## src/rtl/vga_pkg.sv

```systemverilog
// Shared VGA raster constants and the sync bundle carried through the output delay chain.
// The frame buffer imports the same package for its frame dimensions.
package vga_pkg;

  localparam int DEF_H_ACTIVE = 640;
  localparam int DEF_H_FP     = 16;
  localparam int DEF_H_SYNC   = 96;
  localparam int DEF_H_BP     = 48;
  localparam int DEF_V_ACTIVE = 480;
  localparam int DEF_V_FP     = 10;
  localparam int DEF_V_SYNC   = 2;
  localparam int DEF_V_BP     = 33;

  localparam int DEF_H_TOTAL = DEF_H_ACTIVE + DEF_H_FP + DEF_H_SYNC + DEF_H_BP;
  localparam int DEF_V_TOTAL = DEF_V_ACTIVE + DEF_V_FP + DEF_V_SYNC + DEF_V_BP;

  localparam int DEF_SCALE_SHIFT = 2;
  localparam int DEF_PIPE_LAT    = 1;

  // Frame-buffer dimensions after downscaling; both must stay <= 256 for 8-bit coordinates.
  localparam int FRAME_W = DEF_H_ACTIVE >> DEF_SCALE_SHIFT;
  localparam int FRAME_H = DEF_V_ACTIVE >> DEF_SCALE_SHIFT;

  localparam int CNT_W   = 10;
  localparam int COORD_W = 8;

  typedef struct packed {
    logic active;
    logic hsync;
    logic vsync;
  } vga_sync_t;

  // Blanked, syncs deasserted (active-low).
  localparam vga_sync_t SYNC_IDLE = '{active: 1'b0, hsync: 1'b1, vsync: 1'b1};

  // True when lo <= cnt < hi.
  function automatic logic in_window(input logic [CNT_W-1:0] cnt, input int lo, input int hi);
    return (int'(cnt) >= lo) && (int'(cnt) < hi);
  endfunction

endpackage

```

## src/rtl/vga_delay.sv

```systemverilog
// Fixed-depth shift register for the sync bundle; clear loads every stage with the idle value.
// DEPTH must be at least 1.
module vga_delay
  import vga_pkg::*;
#(
  parameter int        DEPTH    = 1,
  parameter vga_sync_t IDLE_VAL = SYNC_IDLE
) (
  input  logic      clk_i,
  input  logic      clr_i,
  input  vga_sync_t d_i,
  output vga_sync_t q_o
);

  vga_sync_t stage_q [DEPTH];

  always_ff @(posedge clk_i) begin
    if (clr_i) begin
      for (int i = 0; i < DEPTH; i++) begin
        stage_q[i] <= IDLE_VAL;
      end
    end else begin
      stage_q[0] <= d_i;
      for (int i = 1; i < DEPTH; i++) begin
        stage_q[i] <= stage_q[i-1];
      end
    end
  end

  assign q_o = stage_q[DEPTH-1];

endmodule

```

## src/rtl/vga_timing.sv

```systemverilog
// Free-running raster counters, sync/active decode and downscaled pixel coordinates.
// Sync/active are delayed PIPE_LAT cycles to align with frame-buffer read data.
module vga_timing
  import vga_pkg::*;
#(
  parameter int H_ACTIVE    = DEF_H_ACTIVE,
  parameter int H_FP        = DEF_H_FP,
  parameter int H_SYNC      = DEF_H_SYNC,
  parameter int H_BP        = DEF_H_BP,
  parameter int V_ACTIVE    = DEF_V_ACTIVE,
  parameter int V_FP        = DEF_V_FP,
  parameter int V_SYNC      = DEF_V_SYNC,
  parameter int V_BP        = DEF_V_BP,
  parameter int SCALE_SHIFT = DEF_SCALE_SHIFT,
  parameter int PIPE_LAT    = DEF_PIPE_LAT
) (
  input  logic               i_vga_clk,
  input  logic               i_rst,
  input  logic               en_VGA,
  output logic [COORD_W-1:0] o_pxlX,
  output logic [COORD_W-1:0] o_pxlY,
  output logic               o_hsync,
  output logic               o_vsync,
  output logic               o_active,
  output logic               o_frameStart
);

  localparam int H_TOTAL = H_ACTIVE + H_FP + H_SYNC + H_BP;
  localparam int V_TOTAL = V_ACTIVE + V_FP + V_SYNC + V_BP;

  localparam logic [CNT_W-1:0] H_LAST  = CNT_W'(H_TOTAL - 1);
  localparam logic [CNT_W-1:0] V_LAST  = CNT_W'(V_TOTAL - 1);
  localparam logic [CNT_W-1:0] H_ACT_C = CNT_W'(H_ACTIVE);
  localparam logic [CNT_W-1:0] V_ACT_C = CNT_W'(V_ACTIVE);

  logic [CNT_W-1:0] h_cnt_q, h_cnt_d;
  logic [CNT_W-1:0] v_cnt_q, v_cnt_d;

  always_comb begin
    h_cnt_d = h_cnt_q + CNT_W'(1);
    v_cnt_d = v_cnt_q;
    if (h_cnt_q == H_LAST) begin
      h_cnt_d = '0;
      v_cnt_d = (v_cnt_q == V_LAST) ? '0 : v_cnt_q + CNT_W'(1);
    end
    // Disabled raster parks at (0,0) so it restarts a fresh frame on enable.
    if (!en_VGA) begin
      h_cnt_d = '0;
      v_cnt_d = '0;
    end
  end

  always_ff @(posedge i_vga_clk) begin
    if (i_rst) begin
      h_cnt_q <= '0;
      v_cnt_q <= '0;
    end else begin
      h_cnt_q <= h_cnt_d;
      v_cnt_q <= v_cnt_d;
    end
  end

  logic      act_raw;
  vga_sync_t sync_raw;
  vga_sync_t sync_dly;

  assign act_raw = (h_cnt_q < H_ACT_C) && (v_cnt_q < V_ACT_C);

  assign sync_raw.active = act_raw;
  assign sync_raw.hsync  = !in_window(h_cnt_q, H_ACTIVE + H_FP, H_ACTIVE + H_FP + H_SYNC);
  assign sync_raw.vsync  = !in_window(v_cnt_q, V_ACTIVE + V_FP, V_ACTIVE + V_FP + V_SYNC);

  vga_delay #(
    .DEPTH    (PIPE_LAT),
    .IDLE_VAL (SYNC_IDLE)
  ) u_delay (
    .clk_i (i_vga_clk),
    .clr_i (i_rst || !en_VGA),
    .d_i   (sync_raw),
    .q_o   (sync_dly)
  );

  assign o_active = sync_dly.active;
  assign o_hsync  = sync_dly.hsync;
  assign o_vsync  = sync_dly.vsync;

  assign o_pxlX = act_raw ? COORD_W'(h_cnt_q >> SCALE_SHIFT) : '0;
  assign o_pxlY = act_raw ? COORD_W'(v_cnt_q >> SCALE_SHIFT) : '0;

  // Reset masks the pulse even though the counters already sit at (0,0).
  assign o_frameStart = en_VGA && !i_rst && (h_cnt_q == '0) && (v_cnt_q == '0);

endmodule

```

## config.mk

```make
export PLATFORM = sky130hd
export DESIGN_NAME = vga_timing
export DESIGN_NICKNAME = d
export VERILOG_FILES = /design/src/rtl/vga_pkg.sv /design/src/rtl/vga_delay.sv /design/src/rtl/vga_timing.sv
export SDC_FILE = /design/constraint.sdc
export NUM_CORES = 1
export LEC_CHECK = 0
export BUFFER_PORTS_ARGS = -buffer_cell sky130_fd_sc_hd__buf_2
export CAP_MARGIN = 20
export CORE_MARGIN = 2
export CORE_UTILIZATION = 47
export CTS_BUF_LIST = sky130_fd_sc_hd__clkbuf_2
export DETAILED_ROUTE_END_ITERATION = 12
export PLACE_DENSITY = 0.69
export SYNTH_ARGS = -nofsm -noshare
export SYNTH_HDL_FRONTEND = slang
export SYNTH_SLANG_ARGS = --single-unit
```

## constraint.sdc

```tcl
create_clock -name i_vga_clk -period 3.2 [get_ports i_vga_clk]
set_input_delay 0.16 -clock i_vga_clk [delete_from_list [all_inputs] [get_ports i_vga_clk]]
set_output_delay 0.16 -clock i_vga_clk [all_outputs]
set_load 0.02 [all_outputs]
```

==> results of run 1 <==
[registers in the layout, summed over array words and instances, names as in the netlist]
signal	cells
h_cnt_q	10
u_delay.stage_q	3
v_cnt_q	10
[logic make-up (layout without fill, tap and decap cells)]
family	Yosys count	in the layout	share of synthesized area [%]
and+or+nand+nor	87	87	38.7
DFF	23	23	36.6
buffers and inverters	18	34	6.47
xor gates and xnor gates	14	14	9.75
AOI/OAI and AO/OA	9	9	4.18
adders and majority gates	4	4	3.98
other	1	1	0.298
[metal layers]
| metal | vias up | part of all wire [%] | wire length [microns] |
|---|---|---|---|
| met5 | - | 0 | 0 |
| met4 | 0 | 1.0 | 27 |
| met3 | 5 | 5.1 | 137 |
| met2 | 31 | 45 | 1210 |
| met1 | 514 | 49 | 1320 |
| li1 | 568 | - | - |
[cell type report]
| type | instances | area share [%] |
|---|---|---|
| Inverter | 9 | 2.46 |
| Timing Repair Buffer | 21 | 7.66 |
| Tap cell | 30 | 2.73 |
| Multi-Input combinational cell | 115 | 52.1 |
| Sequential cell | 23 | 33.5 |
| Clock buffer | 4 | 1.46 |
[stage by stage]
stage / utilization (%) / hold slack [ns] / instances / worst slack (ns)
after floorplan: - / 0.390 / 156 / 1.36
after global placement: 54.1 / 0.459 / 198 / 1.20
after global routing: 54.9 / 0.122 / 202 / 0.584
final: 54.9 / 0.140 / 202 / 0.897
after CTS: 54.9 / 0.133 / 202 / 0.878
after detailed placement: 54.1 / 0.475 / 198 / 1.09
[worst reg2reg max path, cell delays in order (launching register included)]
cell     delay [ns]
dfxtp_1        0.44
ha_1           0.24
nand4_2        0.24
or3_1          0.47
o21ai_1        0.55
nor2_1         0.11
[Yosys cell counts]
cell type	n
o31ai_1	1
nand3b_1	2
buf_6	1
or3_1	4
ha_1	4
a21o_1	1
nand3_1	11
or4_4	1
or3b_2	1
nor2b_1	2
buf_4	1
o21ai_1	1
nand2_1	4
inv_1	9
and3_1	2
a21oi_1	3
o21a_1	1
nand4b_1	1
nor2_1	21
nor4_1	14
nand4_1	4
or4_1	1
xnor2_1	13
dfxtp_1	23
conb_1	1
nand2b_1	1
o21ai_0	2
nor3_1	5
nand4_2	1
clkbuf_1	5
and2_1	11
buf_2	2
nand4bb_1	1
xor2_1	1
[power breakdown]
| part | internal [W] | switching [W] |
|---|---|---|
| clock network | 0.0000331 | 0.0000857 |
| logic | 0.00000518 | 0.0000110 |
| registers | 0.000289 | 0.00000159 |
[worst min path at each step]
| stage | from | to | cells after the start |
|---|---|---|---|
| 6_report | i_rst | v_cnt_q[1] | 4 |
| 5_1_grt | i_rst | v_cnt_q[1] | 4 |
| 4_1_cts | i_rst | v_cnt_q[1] | 4 |
| 3_5_place_dp | h_cnt_q[0] | h_cnt_q[0] | 1 |
| 3_3_place_gp | h_cnt_q[0] | h_cnt_q[0] | 1 |
| 2_1_floorplan | i_rst | v_cnt_q[1] | 3 |
==> results.cfg, run 1 <==
[place]
dpl.hpwl_microns = 2000
io_buffers = 21
place_congestion = 0.869
place_area_sq_um = 1350

[detailed_routing]
drc = 0
drtIter0Drc = 24
ant_nets = 0
drtPass1Iterations = 4
wire_per_inst_microns = 13.3
vias = 1118
vias_per_cell = 5.53
wirelength_microns = 2690

[setup_path]
max_stage_delay_ns = 0.73
rr_worst_depth = 5
cp_top_family = simple AND/OR/NAND/NOR gates
end_kind = output port
ff2ff_setup_slack_ns = 1.05
cp_num_cells = 4
crit_path_start_kind = register
regToRegStartpoint = h_cnt_q[0]
required_ns = 3.04
reg2reg_to = v_cnt_q[5]
crit_start = h_cnt_q[8]
crit_end = o_pxlY[0]
path_buf_inv = 1
crit_path_max_fanout = 11
slowest_stage = nor3_1
critPathArrivalTime_ns = 2.14
worst-setup-path-type = register to output port
worstPathCellList = o21a_1 -> nor3_1 -> and2_1 -> buf_2

[sta]
fin_worst_skew_ns = 0.00540
fin_crit_sh_pct = 72.0
grt_setup_unrepaired = no
slew_violations = 0
worst_pin_slew_ns = 0.931
fin_setup_tns_ns = 0
hold_viol = 0
max_clock_freq_mhz = 434
period_needed_ns = 2.30
max_slew_margin_pct = 37.5
finalSetupViolCount = 0

[die]
die_y_microns = 55.7
ios = 23
core_area_sq_um = 2500
num_rows = 18
die_x_microns = 55.7
dieArea_sq_um = 3110
start_util_pct = 50.3

[layout]
nets = 180
design_area_sq_um = 1370
diodes = 0
layout_commonest_cell = dfxtp_1
seq_area_sq_um = 460
synthToLayoutAreaGrowth_pct = 9.15
drive_gt1_share_pct = 16.3
final_cell_mix = dfxtp_1, nor2_1, buf_2
fill_cells = 234
multi_input_area_sq_um = 716

[clocking]
cts_hold_buffers = 0
htreeDepth = 1
cts.clk_slew.worst_paths_ns = 0.21
clk-insertion-delay-late_ns = 0.33
cts_tree = built
post_cts_buffers = 0
numCtsBuffers = 3
numClockSinks = 23
cts-resized-gates = 0
cts_root_buf = clkbuf_2
cts_max_path_buffers = 2

[synth]
syn-num-nets = 163
synth.area.top_cells = dfxtp_1, xnor2_1, nor4_1
synth_top_cell_area_share_pct = 36.6
synth_cells = 156
ys.warnings.count = 0
yosys_register_bits = 23
yosysTopAreaCell = dfxtp_1
synth_area_per_cell_sq_um = 8.06
syn_area_sq_um = 1260
synth_cell_types = 34
ys_seq_area_share_pct = 36.6

[grt]
grt-busiest-layer = met2
grt.met1_usage_pct = 24.6
use_met3_pct = 3.02
grt_max_degree = 15
grt_pass1_vias = 1039
antenna_found_initial = 0
groute.usage.overall_pct = 18.3
grt_pass1_wl_microns = 4660
grt_util_met2_pct = 29.8
overflow = 0

[hold_path]
hold_path_class = primary input to register

[pwr]
power.leakage_nw = 0.501
power.total_w = 0.000425
p_per_area_nw_per_um2 = 310
ir_worst_vdd_uv = 205

[job]
drv_cap = 0

[run_status]
status = completed
No activity file was read; power rests on OpenSTA's default activity.
==> run 2: changes to the inputs <==
==> constraint.sdc (replaced) <==
create_clock -name i_vga_clk -period 2.24 [get_ports i_vga_clk]
set_input_delay 0.112 -clock i_vga_clk [delete_from_list [all_inputs] [get_ports i_vga_clk]]
set_output_delay 0.112 -clock i_vga_clk [all_outputs]
set_load 0.02 [all_outputs]
==> results.cfg, run 2 (synthesized netlist as in run 1, its figures left out) <==
[sta]
period_needed_ns = 1.99
timing.final.ws_setup_ns = 0.255
grt_setup_unrepaired = no
max_clock_freq_mhz = 504
fin_crit_sh_pct = 88.6
finalSetupViolCount = 0
max_slew_margin_pct = 63.2
hold_viol = 0
worst_pin_slew_ns = 0.549
fin_worst_skew_ns = 0.0169
slew_violations = 0
fin_setup_tns_ns = 0

[job]
drv_cap = 0

[pwr]
p_int_w = 0.000469
p_per_area_nw_per_um2 = 433
power.leakage_nw = 0.520
power.total_w = 0.000610
switching_share_pct = 23.1
seqPwrFrac_pct = 68.1
pwr-share-clk_pct = 27.9
p_comb_share_pct = 4.0
ir_worst_vdd_uv = 335
switchingPower_w = 0.000141

[layout]
reg_top3 = h_cnt_q: 10 flops, v_cnt_q: 10 flops, u_delay.stage_q: 3 flops
diodes = 0
final_cell_mix = dfxtp_1, nor2_1, buf_2
drive_gt1_share_pct = 18.8
nets = 184
synthToLayoutAreaGrowth_pct = 11.9
multi_input_area_sq_um = 721
seq_area_sq_um = 460
fill_cells = 237
design_area_sq_um = 1410
layout_commonest_cell = dfxtp_1

[die]
core_area_sq_um = 2500
ios = 23
num_rows = 18
die_y_microns = 55.7
die_x_microns = 55.7
start_util_pct = 50.3
dieArea_sq_um = 3110

[grt]
grt_pass1_vias = 1070
overflow = 0
antenna_found_initial = 0
grt_max_degree = 15
grt_pass1_wl_microns = 4710
groute.usage.overall_pct = 18.8

[detailed_routing]
vias_per_cell = 5.52
ant_nets = 0
drtIter0Drc = 32
drc = 0
vias = 1137
wire_per_inst_microns = 13.4
drtPass1Iterations = 4
wirelength_microns = 2770

[clocking]
post_cts_buffers = 0
numClockSinks = 23
cts.clk_slew.worst_paths_ns = 0.22
clk-insertion-delay-late_ns = 0.34
cts_max_path_buffers = 2
cts_hold_buffers = 0
cts_root_buf = clkbuf_2
cts_tree = built
cts-resized-gates = 1
numCtsBuffers = 3
htreeDepth = 1

[setup_path]
required_ns = 2.51
slowest_stage = or4_4
ff2ff_setup_slack_ns = 0.25
crit_start = h_cnt_q[0]
crit_end = v_cnt_q[9]
worstPathCellList = ha_1 -> nand4_2 -> or4_4 -> or3_1 -> a21oi_1
crit_path_max_fanout = 5
worst-setup-path-type = register to register
end_kind = register
critPathArrivalTime_ns = 2.26
regToRegStartpoint = h_cnt_q[0]
crit_path_start_kind = register
reg2reg_to = v_cnt_q[9]
max_stage_delay_ns = 0.59
rr_worst_depth = 5

[run_status]
status = completed

[place]
place_congestion = 0.902
dp_slack_ns = 0.330
io_buffers = 21
place_area_sq_um = 1380
dpl.hpwl_microns = 2050

[hold_path]
hold_path_class = primary input to register
## run 2: power groups by stage
| stage | Combinational (W) | Clock, W | Sequential, W |
|---|---|---|---|
| floorplan | 0.0000162 | 0 | 0.000424 |
| CTS | 0.0000248 | 0.000177 | 0.000415 |
| global placement | 0.0000242 | 0 | 0.000423 |
| detailed placement | 0.0000247 | 0 | 0.000423 |
| global route | 0.0000275 | 0.000193 | 0.000416 |
| finish | 0.0000246 | 0.000170 | 0.000415 |
## run 2: per-stage QoR
step | util [%] | hold slack (ns) | instances
3_3_place_gp | 55.3 | 0.458 | 202
4_1_cts | 56.3 | 0.0843 | 206
5_1_grt | 56.3 | 0.0806 | 206
6_report | 56.3 | 0.0963 | 206
2_1_floorplan | - | 0.342 | 156
3_5_place_dp | 55.3 | 0.469 | 202
## run 2: worst min path at each step
stage / from / end / cells after the start
4_1_cts: i_rst / h_cnt_q[1] / 3
6_report: i_rst / h_cnt_q[1] / 3
5_1_grt: i_rst / h_cnt_q[1] / 3
3_5_place_dp: i_rst / v_cnt_q[1] / 4
2_1_floorplan: i_rst / v_cnt_q[1] / 3
3_3_place_gp: i_rst / v_cnt_q[1] / 4
## run 2: area by class of cell
class,count,area share [%]
tap,30,2.67
multi-input combinational,115,51.2
timing repair buffer,25,9.60
sequential,23,32.7
inverter,9,2.40
clock buffer,4,1.42
## run 2: layer usage
metal,global-route usage [%],share of wire (%),up-vias
met4,6.97,1.4,0
li1,-,-,585
met3,3.49,4.3,5
met2,29.4,45,24
met5,0,0,-
met1,25.7,49,523
## run 2: critical path: cells and delay by family, from the launching register on
family                   cells  cell delay, ns
flip-flops                   1            0.44
AND/OR/NAND/NOR              3            1.08
adder cells (fa/ha/maj)      1            0.25
AO/OA/AOI/OAI                1            0.15
